**config.mk**
```make
export PLATFORM = sky130hd
export DESIGN_NAME = rtype_instr_encoder
export DESIGN_NICKNAME = d
export VERILOG_FILES = /design/src/rtl/rtype_instr_encoder.sv
export SDC_FILE = /design/constraint.sdc
export NUM_CORES = 1
export LEC_CHECK = 0
export CORE_MARGIN = 1
export CORE_UTILIZATION = 36
export CTS_CLUSTER_SIZE = 10
export DETAILED_ROUTE_END_ITERATION = 10
export PLACE_DENSITY_LB_ADDON = 0.2
export SYNTH_ARGS = -nofsm -noshare
export SYNTH_HDL_FRONTEND = slang
export SYNTH_SLANG_ARGS = --single-unit
export TNS_END_PERCENT = 100
```
**constraint.sdc**
```tcl
create_clock -name clk -period 3.35 [get_ports clk]
set_input_delay 0.335 -clock clk [delete_from_list [all_inputs] [get_ports clk]]
set_output_delay 0.335 -clock clk [all_outputs]
set_load 0.01 [all_outputs]
```
**src/rtl/rtype_instr_encoder.sv**
```systemverilog
// rtype_instr_encoder: ALU control code + register indices -> R-type instruction word, FIFO-buffered
module rtype_instr_encoder #(
  parameter int DEPTH = 4,
  parameter int CNT_W = 16
) (
  input  logic             clk,
  input  logic             rst_n,
  input  logic             in_valid,
  output logic             in_ready,
  input  logic [3:0]       in_alu_op,
  input  logic [4:0]       in_rd,
  input  logic [4:0]       in_rs1,
  input  logic [4:0]       in_rs2,
  output logic             out_valid,
  input  logic             out_ready,
  output logic [31:0]      out_instr,
  output logic             err_illegal,
  output logic [7:0]       illegal_count,
  output logic [CNT_W-1:0] instr_count
);
  localparam int AW = $clog2(DEPTH);
  logic [31:0] mem [DEPTH];
  logic [AW:0] wr_ptr, rd_ptr;
  logic [2:0] funct3;
  logic [6:0] funct7;
  logic full, empty, accept, legal, push, pop;
  always_comb begin
    funct3 = 3'd0;
    case (in_alu_op[2:0])
      3'b000: funct3 = 3'd7;
      3'b001: funct3 = 3'd6;
      3'b011: funct3 = 3'd1;
      3'b101: funct3 = 3'd5;
      3'b110: funct3 = 3'd2;
      3'b111: funct3 = 3'd4;
      default: funct3 = 3'd0;
    endcase
  end
  assign funct7 = in_alu_op == 4'b0100 ? 7'h20 : 7'h00;
  assign empty = wr_ptr == rd_ptr;
  assign full = (wr_ptr[AW] != rd_ptr[AW]) && (wr_ptr[AW-1:0] == rd_ptr[AW-1:0]);
  assign in_ready = !full;
  assign out_valid = !empty;
  assign out_instr = empty ? 32'h0 : mem[rd_ptr[AW-1:0]];
  assign legal = !in_alu_op[3];
  assign accept = in_valid && in_ready;
  assign push = accept && legal;
  assign pop = out_valid && out_ready;
  always_ff @(posedge clk)
    if (push) mem[wr_ptr[AW-1:0]] <= {funct7, in_rs2, in_rs1, funct3, in_rd, 7'b0110011};
  always_ff @(posedge clk or negedge rst_n)
    if (!rst_n) begin
      wr_ptr <= '0;
      rd_ptr <= '0;
      err_illegal <= 1'b0;
      illegal_count <= 8'd0;
      instr_count <= '0;
    end else begin
      wr_ptr <= wr_ptr + (AW+1)'(push);
      rd_ptr <= rd_ptr + (AW+1)'(pop);
      err_illegal <= accept && !legal;
      illegal_count <= (accept && !legal && illegal_count != 8'hFF) ? illegal_count + 8'd1 : illegal_count;
      instr_count <= instr_count + CNT_W'(push);
    end
endmodule

```
[Word-level counts from Yosys, hierarchy flattened]
Memories as Yosys holds them, arrays and structs flattened.
Cells that the tools add are included.
Storage, ports and cells
  register bits: 31
  RAM bits: 96
  bits of input ports: 23
  output and inout port bits: 59
  word-level logic and storage cells: 35
  memories kept: 1
Cells by class
  $add $sub $neg: 4
  eq/ne operators: 10
  muxes and demuxes: 5
  reductions and logical operators: 10
Memory list
  mem: depth 4, width 24, rd ports 1, clocked after Yosys merged registers in 0, write ports 1, line 22  | logic [31:0] mem [DEPTH];
Operators with widths (number)
  $mux W32: 1
  $pmux W3 S6: 1
  $add A16 B1 Y16: 1
  $eq A3 B3 Y1 const B: 3
  $add A8 B1 Y8 const B: 1
  $ne A8 B8 Y1 const B: 1
  $add A3 B1 Y3: 2
  $logic_and A1 B1 Y1: 6
  $mux W6: 1
  $eq A4 B3 Y1 const B: 1
  $eq A3 B1 Y1 const B: 1
  $eq A3 B2 Y1 const B: 1
  $eq A3 B3 Y1: 1
  $logic_not A1 Y1: 3
  $logic_not A3 Y1: 1
  $eq A2 B2 Y1: 1
  $mux W1: 2
  $ne A1 B1 Y1: 1

[Depth between registers and ports, before layout]
Gate-level depths: netlist (run 1).
  depth after elaboration: 7
  mapped depth: 9
  depth with buffers taken out: 8

[Worst setup path after synthesis (run 1)]
OpenSTA, ideal clock, no wires.
  path kind: register to register
  from: register wr_ptr[0]
  to: memory mem[1][0] (netlist name) (enable)
  setup time: 451 ps
  arrival: 2969 ps
  data required time: 2899 ps
  setup slack: -69 ps
  stages on the path, launching flop included: 5
  buffers on the path: 1
  period minus slack after synthesis: 3419 ps
  path through: dfrtp_1 -> xnor2_1 -> a31o_1 -> buf_6 -> nor4b_1
On the way
  cells in the longest elaborated chain, start to end: 7
Ends and longest elaborated chain
  start, declared: line 23  | logic [AW:0] wr_ptr, rd_ptr;
  start signal, assigned: line 59  | wr_ptr <= wr_ptr + (AW+1)'(push);
  $eq A2 B2 Y1: line 41  | assign full = (wr_ptr[AW] != rd_ptr[AW]) && (wr_ptr[AW-1:0] == rd_ptr[AW-1:0]);
  $logic_and A1 B1 Y1: line 41
  $logic_not A1 Y1: line 42  | assign in_ready = !full;
  $logic_and A1 B1 Y1: line 46  | assign accept = in_valid && in_ready;
  $logic_and A1 B1 Y1: line 47  | assign push = accept && legal;
  $mux W1: line 50  | if (push) mem[wr_ptr[AW-1:0]] <= {funct7, in_rs2, in_rs1, funct3, in_rd, 7'b0110011};
  $mux W1 (implied by the code): line 50
  end, declared: line 22
Several ways; a longest one is shown, not always the timed one.

[Worst setup path in the final report (run 1)]
  from: register wr_ptr[0]
  to: output port out_instr[16]
On the way
  cells in the longest elaborated chain, start to end: 2
Ends and longest elaborated chain
  $eq A3 B3 Y1: line 40  | assign empty = wr_ptr == rd_ptr;
  $mux W32: line 44  | assign out_instr = empty ? 32'h0 : mem[rd_ptr[AW-1:0]];
  end, declared: line 16  | output logic [31:0] out_instr,
No other way between the ends.

==> flow_summary.html, run 1 <==
<table>
<tr><th>Metric</th><th>Value</th></tr>
<tr><th colspan="2">Synth</th></tr>
<tr><td>Portion of the post-synthesis area used by sequential elements</td><td>between 60 and 70%</td></tr>
<tr><td>Most frequently used flop master after synthesis</td><td>edfxtp_1</td></tr>
<tr><td>Synthesized area</td><td>4460 um^2</td></tr>
<tr><td>Number of cells produced by synthesis</td><td>267</td></tr>
<tr><td>Cell with the most instances after synthesis</td><td>edfxtp_1</td></tr>
<tr><td>Number of flops mapped to enable cells by yosys</td><td>76</td></tr>
<tr><td>Top cell type by total area after synthesis</td><td>edfxtp_1</td></tr>
<tr><td>Netlist cell types</td><td>30</td></tr>
<tr><td>Leading cell types by count after synthesis</td><td>edfxtp_1 (76), dfrtp_1 (31), nor2b_1 (21)</td></tr>
<tr><td>Number of warnings reported in the yosys synthesis log</td><td>0</td></tr>
<tr><td>Fraction of synthesized cell area taken by the top area cell type</td><td>51.1%</td></tr>
<tr><td>Register bit total from synthesis</td><td>107</td></tr>
<tr><td>Fraction of registers with async set/reset</td><td>29.0%</td></tr>
<tr><td>Most area-consuming cells after synthesis</td><td>edfxtp_1 (51%), dfrtp_1 (17%), mux4_2 (9.6%)</td></tr>
<tr><td>Average instance area after synthesis</td><td>roughly 17 um^2</td></tr>
<tr><th colspan="2">Power and ir drop</th></tr>
<tr><td>Worst vdd ir</td><td>485 uV</td></tr>
<tr><td>Internal power of the cells</td><td>~3300 uW</td></tr>
<tr><td>Sequential fraction of design power</td><td>between 30% and 40%</td></tr>
<tr><td>Sw frac</td><td>30.7%</td></tr>
<tr><td>Part of the power in combinational logic</td><td>39.2%</td></tr>
<tr><td>Clock network power share</td><td>22.7%</td></tr>
<tr><td>Net switching power figure</td><td>1460 uW</td></tr>
<tr><td>Leakage power of the design</td><td>0.00206 uW</td></tr>
<tr><td>Power per unit of standard cell area</td><td>836 nW/um^2</td></tr>
<tr><th colspan="2">Drt</th></tr>
<tr><td># DRC</td><td>0</td></tr>
<tr><td>Antenna viol nets, final</td><td>0</td></tr>
<tr><td>TritonRoute pass-1 iters</td><td>4</td></tr>
<tr><td>Violation count after the first detailed-route iteration</td><td>134</td></tr>
<tr><td>Wire length after detailed routing</td><td>around 8200 um</td></tr>
<tr><td>Final routed wire length divided by cell count</td><td>15.8 um</td></tr>
<tr><td>Number of vias in the routed layout</td><td>2455</td></tr>
<tr><td>Via density</td><td>4.73</td></tr>
<tr><th colspan="2">Global route</th></tr>
<tr><td>Gr ovfl total</td><td>0</td></tr>
<tr><td>Number of antenna violations at the first check in global routing</td><td>0</td></tr>
<tr><td>Total GRT Usage</td><td>13.8%</td></tr>
<tr><td>Met3 demand-to-capacity share in global routing</td><td>~4.3%</td></tr>
<tr><td>Routing usage on met1</td><td>a little under a fifth</td></tr>
<tr><td>First-pass GRT wire length</td><td>13000 um</td></tr>
<tr><td>Met2 layer usage reported by global route</td><td>between 20% and 30%</td></tr>
<tr><td>Most used routing layer</td><td>met2</td></tr>
<tr><td>Pin count of the biggest net entering global routing</td><td>32</td></tr>
<tr><td>Via count of the first global-routing pass</td><td>2469</td></tr>
<tr><th colspan="2">Setup path</th></tr>
<tr><td>Worst setup path category</td><td>reg -&gt; out</td></tr>
<tr><td>Endpoint kind of the worst setup timing path</td><td>primary output</td></tr>
<tr><td>Crit start category</td><td>register</td></tr>
<tr><td>Data arrival at the endpoint of the critical path</td><td>2.28 ns</td></tr>
<tr><td>Largest driver fanout on the critical path</td><td>21</td></tr>
<tr><td>Critical path's slowest cell</td><td>clkdlybuf4s50_1</td></tr>
<tr><td>Cells traversed along the worst timing path</td><td>xnor2_1, and2_1, nor2b_2, buf_4, nor2b_1, clkdlybuf4s50_1</td></tr>
<tr><td>CP required</td><td>3.01 ns</td></tr>
<tr><td>Max stage delay on crit path</td><td>0.56 ns</td></tr>
<tr><th colspan="2">Clocking</th></tr>
<tr><td>Post CTS Setup Buffer Count</td><td>0</td></tr>
<tr><td>Total number of H-tree levels</td><td>3</td></tr>
<tr><td>Clock tree from TritonCTS</td><td>done</td></tr>
<tr><td>Number of hold buffers added after cts</td><td>0</td></tr>
<tr><td>Number of instances resized during post-cts repair</td><td>0</td></tr>
<tr><td>Maximum number of buffers from clock root to sink</td><td>2</td></tr>
<tr><td>Clock tree root driver cell</td><td>clkbuf_16</td></tr>
<tr><td>Count of clock tree sinks</td><td>107</td></tr>
<tr><td>Inserted Clock Buffers</td><td>9</td></tr>
<tr><td>Worst-Skew Late Latency</td><td>roughly 0.34 ns</td></tr>
<tr><td>Clock-pin slew of the registers on the worst-case setup and hold paths</td><td>0.07 ns</td></tr>
<tr><th colspan="2">Timing</th></tr>
<tr><td>Fmax achieved</td><td>between 0.3 and 0.4 GHz</td></tr>
<tr><td>Fin Hold WS</td><td>0.378 ns</td></tr>
<tr><td>Worst clock skew</td><td>0.00657 ns</td></tr>
<tr><td>Unrepaired setup endpoints after global routing</td><td>no</td></tr>
<tr><td>Post-layout min period</td><td>2.62 ns</td></tr>
<tr><td>Endpoints failing hold</td><td>0</td></tr>
<tr><td>Final Setup Violations</td><td>0</td></tr>
<tr><td>Worst slew margin relative to its limit</td><td>between 50 and 60%</td></tr>
<tr><td>Post-route setup TNS</td><td>0 ns</td></tr>
<tr><td>Final number of max-transition violations</td><td>0</td></tr>
<tr><td>Least-Margin Pin Slew</td><td>0.632 ns</td></tr>
<tr><td>Final clock period utilization by the worst path</td><td>78.1%</td></tr>
<tr><th colspan="2">Cells and area</th></tr>
<tr><td>Antenna diode count</td><td>0</td></tr>
<tr><td>Register area</td><td>approximately 3100 um^2</td></tr>
<tr><td>Final #Nets</td><td>377</td></tr>
<tr><td>Layout overhead on the synthesized area</td><td>27.1%</td></tr>
<tr><td>Footprint of the multi-input gates</td><td>1290 um^2</td></tr>
<tr><td>Total of fill cells in the finished design</td><td>1073</td></tr>
<tr><td>Share of post-route cells with drive strength above 1</td><td>14.0%</td></tr>
<tr><th colspan="2">Floorplan</th></tr>
<tr><td>Row Count</td><td>40</td></tr>
<tr><td>Y dimension of the die</td><td>113 um</td></tr>
<tr><td>Area of the core region</td><td>12100 um^2</td></tr>
<tr><td>Boundary Pins</td><td>82</td></tr>
<tr><td>Effective utilization at floorplan</td><td>a little under two fifths</td></tr>
<tr><td>Horizontal die dimension</td><td>approximately 110 um</td></tr>
<tr><td>Full die area</td><td>12800 um^2</td></tr>
<tr><th colspan="2">Outcome</th></tr>
<tr><td>Result of the run</td><td>complete, no violations</td></tr>
<tr><th colspan="2">Placement</th></tr>
<tr><td>Number of buffers added on ports</td><td>72</td></tr>
<tr><td>DPL Wire Length</td><td>5080 um</td></tr>
<tr><td>Routability congestion estimate from global placement</td><td>0.753</td></tr>
<tr><th colspan="2">Min path</th></tr>
<tr><td>Hold crit path type</td><td>in -&gt; async</td></tr>
<tr><th colspan="2">Run</th></tr>
<tr><td>Maximum Capacitance Violations</td><td>0</td></tr>
</table>
-- sequential cells by signal, indices dropped and copies added (netlist names) --
name / flops
mem: 76
instr_count: 16
illegal_count: 8
rd_ptr: 3
wr_ptr: 3
err_illegal: 1
-- layout by cell type, fill, tap and decap left out, types with 2 or more instances in the layout --
| cell | netlist | routed |
|---|---|---|
| a21oi_1 | 2 | 2 |
| and2_1 | 4 | 4 |
| and3_1 | 2 | 2 |
| and4_1 | 3 | 3 |
| buf_4 | 15 | 9 |
| clkbuf_16 | 0 | 9 |
| clkdlybuf4s50_1 | 0 | 72 |
| conb_1 | 1 | 9 |
| dfrtp_1 | 31 | 31 |
| edfxtp_1 | 76 | 76 |
| ha_1 | 8 | 8 |
| inv_1 | 4 | 4 |
| inv_6 | 0 | 3 |
| mux2_1 | 4 | 4 |
| mux4_2 | 19 | 19 |
| nand2_1 | 13 | 13 |
| nand3_1 | 4 | 4 |
| nand4_1 | 6 | 6 |
| nor2_1 | 8 | 8 |
| nor2b_1 | 21 | 20 |
| nor3_1 | 4 | 4 |
| nor4_1 | 3 | 2 |
| nor4b_2 | 0 | 2 |
| o21ai_0 | 3 | 3 |
| xnor2_1 | 15 | 15 |
| xor2_1 | 9 | 9 |
-- worst paths after layout --
kind | endpoint | depth (start not counted) | startpoint | slack [ns]
min reg2reg | instr_count[15] | 1 | instr_count[15] | 0.48
max reg2reg | instr_count[15] | 8 | wr_ptr[0] | 0.91
max in group asynchronous | instr_count[11] | 2 | rst_n | 2.68
min | illegal_count[5] | 2 | rst_n | 0.38
min in group clk | instr_count[15] | 1 | instr_count[15] | 0.48
max | out_instr[16] | 6 | wr_ptr[0] | 0.73
-- metrics by stage --
step | cells | utilization [%] | setup slack (ns) | total power (uW) | cell area, um^2
global route | 519 | 47.0 | 0.617 | 5010 | 5670
finish | 519 | 47.0 | 0.734 | 4740 | 5670
CTS | 519 | 47.0 | 0.695 | 4820 | 5670
floorplan | 275 | - | -0.0695 | 2840 | 4490
detailed placement | 503 | 44.5 | 0.733 | 3730 | 5370
global placement | 503 | 44.5 | 0.768 | 3710 | 5370
-- worst max-delay path: cells and delay by family (launching register included) --
family | cells | cell delay, ns
flops | 1 | 0.46
simple gates | 3 | 0.52
buf+inv | 2 | 0.78
xor+xnor | 1 | 0.17
-- cells by family after synthesis --
kind of cell	after synthesis	share of synthesized area [%]
compound gates	7	0.925
other cells	1	0.0840
flops	107	68.5
xor+xnor	24	4.71
buf+inv	25	3.59
mux	23	10.6
simple gates	72	9.31
fa+ha+maj	8	2.24
-- routing by layer --
metal	share of wire, %	vias to the layer above
met5	0	-
met4	1.2	0
met3	4.4	8
met2	48	74
met1	46	1239
li1	-	1134
-- power groups by stage --
stage / Combinational [uW] / Clock (uW) / Sequential [uW]
6_report: 1860 / 1080 / 1800
5_1_grt: 2010 / 1160 / 1840
4_1_cts: 1910 / 1110 / 1810
3_5_place_dp: 1900 / 0 / 1830
3_3_place_gp: 1880 / 0 / 1830
2_1_floorplan: 1010 / 0 / 1830
-- area by class of cell --
type	instances	area share, %
well taps	168	3.71
multi-input cells	143	22.8
inverters	4	0.265
flip-flops and latches	107	53.9
repair buffers	81	13.9
clock inverters	7	1.41
clock buffers	9	3.97
(Power assumes the default switching activity.)
==> run 2, diff against run 1 <==
clock period = 2.6 ns   (was 3.35 ns; I/O delays follow)
==> flow_summary.html, run 2 (same netlist as run 1, synthesis figures left out) <==
<table>
<tr><th>Metric</th><th>Value</th></tr>
<tr><th colspan="2">Setup path</th></tr>
<tr><td>Reg-to-reg endpoint</td><td>instr_count[15]</td></tr>
<tr><td>Worst setup path category</td><td>reg -&gt; out</td></tr>
<tr><td>Largest driver fanout on the critical path</td><td>21</td></tr>
<tr><td>Endpoint kind of the worst setup timing path</td><td>primary output</td></tr>
<tr><td>Reg2Reg Launch Point</td><td>wr_ptr[1]</td></tr>
<tr><td>Flop-to-flop setup slack</td><td>roughly 0.55 ns</td></tr>
<tr><td>Crit start category</td><td>register</td></tr>
<tr><td>CP required</td><td>2.34 ns</td></tr>
<tr><td>Data arrival at the endpoint of the critical path</td><td>2.19 ns</td></tr>
<tr><td>Number of cells on the worst reg-to-reg path</td><td>8</td></tr>
<tr><th colspan="2">Floorplan</th></tr>
<tr><td>Boundary Pins</td><td>82</td></tr>
<tr><td>Effective utilization at floorplan</td><td>between 30 and 40%</td></tr>
<tr><td>Y dimension of the die</td><td>113 um</td></tr>
<tr><td>Area of the core region</td><td>about 12000 um^2</td></tr>
<tr><td>Row Count</td><td>40</td></tr>
<tr><td>Full die area</td><td>12800 um^2</td></tr>
<tr><td>Horizontal die dimension</td><td>113 um</td></tr>
<tr><th colspan="2">Run</th></tr>
<tr><td>Maximum Capacitance Violations</td><td>0</td></tr>
<tr><th colspan="2">Timing</th></tr>
<tr><td>Unrepaired setup endpoints after global routing</td><td>no</td></tr>
<tr><td>Post-route setup TNS</td><td>0 ns</td></tr>
<tr><td>Worst slew margin relative to its limit</td><td>58.3%</td></tr>
<tr><td>Endpoints failing hold</td><td>0</td></tr>
<tr><td>Final clock period utilization by the worst path</td><td>94.4%</td></tr>
<tr><td>Final number of max-transition violations</td><td>0</td></tr>
<tr><td>Post-layout min period</td><td>~2.5 ns</td></tr>
<tr><td>Fmax achieved</td><td>a little over 0.4 GHz</td></tr>
<tr><td>Worst clock skew</td><td>0.00360 ns</td></tr>
<tr><td>Final Setup Violations</td><td>0</td></tr>
<tr><td>Least-Margin Pin Slew</td><td>around 0.62 ns</td></tr>
<tr><th colspan="2">Clocking</th></tr>
<tr><td>Total number of H-tree levels</td><td>3</td></tr>
<tr><td>Clock tree root driver cell</td><td>clkbuf_16</td></tr>
<tr><td>Clock tree from TritonCTS</td><td>done</td></tr>
<tr><td>Inserted Clock Buffers</td><td>9</td></tr>
<tr><td>Worst-Skew Late Latency</td><td>around 0.35 ns</td></tr>
<tr><td>Clock-pin slew of the registers on the worst-case setup and hold paths</td><td>~0.07 ns</td></tr>
<tr><td>Post CTS Setup Buffer Count</td><td>0</td></tr>
<tr><td>Number of hold buffers added after cts</td><td>0</td></tr>
<tr><td>Count of clock tree sinks</td><td>approximately 110</td></tr>
<tr><td>Maximum number of buffers from clock root to sink</td><td>2</td></tr>
<tr><td>Number of instances resized during post-cts repair</td><td>0</td></tr>
<tr><th colspan="2">Drt</th></tr>
<tr><td>Final routed wire length divided by cell count</td><td>15.8 um</td></tr>
<tr><td>TritonRoute pass-1 iters</td><td>4</td></tr>
<tr><td>Antenna viol nets, final</td><td>0</td></tr>
<tr><td># DRC</td><td>0</td></tr>
<tr><td>Via density</td><td>4.62</td></tr>
<tr><td>Number of vias in the routed layout</td><td>2409</td></tr>
<tr><td>Violation count after the first detailed-route iteration</td><td>between 90 and 100</td></tr>
<tr><td>Wire length after detailed routing</td><td>8210 um</td></tr>
<tr><th colspan="2">Power and ir drop</th></tr>
<tr><td>Power per unit of standard cell area</td><td>1080 nW/um^2</td></tr>
<tr><td>Leakage power of the design</td><td>0.00207 uW</td></tr>
<tr><td>Worst vdd ir</td><td>between 400 and 500 uV</td></tr>
<tr><td>Overall Power</td><td>between 6000 and 7000 uW</td></tr>
<tr><th colspan="2">Placement</th></tr>
<tr><td>Number of buffers added on ports</td><td>72</td></tr>
<tr><td>Routability congestion estimate from global placement</td><td>0.757</td></tr>
<tr><td>DPL Wire Length</td><td>5180 um</td></tr>
<tr><th colspan="2">Global route</th></tr>
<tr><td>Via count of the first global-routing pass</td><td>2514</td></tr>
<tr><td>Number of antenna violations at the first check in global routing</td><td>0</td></tr>
<tr><td>Total GRT Usage</td><td>between 10 and 15%</td></tr>
<tr><td>First-pass GRT wire length</td><td>13200 um</td></tr>
<tr><td>Pin count of the biggest net entering global routing</td><td>32</td></tr>
<tr><td>Gr ovfl total</td><td>0</td></tr>
<tr><th colspan="2">Cells and area</th></tr>
<tr><td>Max reg flops</td><td>76</td></tr>
<tr><td>Most common cell after layout, fill and taps aside</td><td>edfxtp_1</td></tr>
<tr><td>Top library cells by usage in the layout, fill and taps aside</td><td>edfxtp_1 (76), clkdlybuf4s50_1 (72), dfrtp_1 (31)</td></tr>
<tr><td>Total of fill cells in the finished design</td><td>roughly 1.1k</td></tr>
<tr><td>Layout overhead on the synthesized area</td><td>27.8%</td></tr>
<tr><td>Antenna diode count</td><td>0</td></tr>
<tr><td>Post-route core utilization</td><td>47.3%</td></tr>
<tr><td>Share of post-route cells with drive strength above 1</td><td>13.9%</td></tr>
<tr><td>Final #Nets</td><td>379</td></tr>
<tr><th colspan="2">Outcome</th></tr>
<tr><td>Result of the run</td><td>complete, no violations</td></tr>
<tr><th colspan="2">Min path</th></tr>
<tr><td>Hold crit path type</td><td>in -&gt; async</td></tr>
</table>
==> run 2: changes by cell type in the layout (fill, tap and decap cells not counted) <==
cell      delta
clkbuf_1     +2
clkbuf_8     +1
buf_12       +1
clkinv_2     -1
inv_6        -2
buf_6        +1
==> run 2: cell type report <==
type	instances	area [um^2]	share of cell area [%]
timing repair buffer	83	820	14.4
inverter	4	15.0	0.263
clock inverter	4	57.6	1.01
tap	168	210	3.69
sequential	107	3060	53.6
clock buffer	12	246	4.32
multi-input combinational	143	1290	22.7
==> run 2: per-layer routing <==
metal / track usage, % / up-vias / wire (um)
met3: 4.77 / 8 / 432
met4: 4.21 / 0 / 96
met1: 17.2 / 1193 / 3790
met5: 0 / - / 0
met2: 23.1 / 69 / 3890
li1: - / 1139 / -
==> run 2: worst max-delay path by stage <==
stage	startpoint	endpoint	slack, ns	cells after the start
6_report	wr_ptr[0]	out_instr[13]	0.15	6
5_1_grt	wr_ptr[0]	out_instr[13]	0.03	6
4_1_cts	wr_ptr[1]	out_instr[13]	0.05	6
3_5_place_dp	in_valid	instr_count[15]	0.38	9
3_3_place_gp	in_valid	instr_count[15]	0.42	9
2_1_floorplan	wr_ptr[0]	mem[1][0]	-0.82	4
==> run 2: critical path, stage by stage, from the launching register on <==
cell and delay [ns]:
dfrtp_1 0.45, xnor2_1 0.17, and2_1 0.18, nor2b_2 0.15, buf_6 0.17, nor2b_1 0.16
clkdlybuf4s50_1 0.56
==> run 2: metrics by stage <==
stage,setup WS [ns],instance area [um^2],cells,hold slack (ns)
6_report,0.147,5700,521,0.309
5_1_grt,0.0346,5700,521,0.362
4_1_cts,0.0527,5700,521,0.311
3_5_place_dp,0.383,5390,505,0.471
3_3_place_gp,0.417,5390,505,0.467
2_1_floorplan,-0.819,4490,275,-0.0356
==> run 2: where the power goes <==
group	switching (uW)	total, uW	internal [uW]
sequential	201	2330	2130
clock	609	1390	785
combinational	1060	2430	1380
total	1870	6150	4290
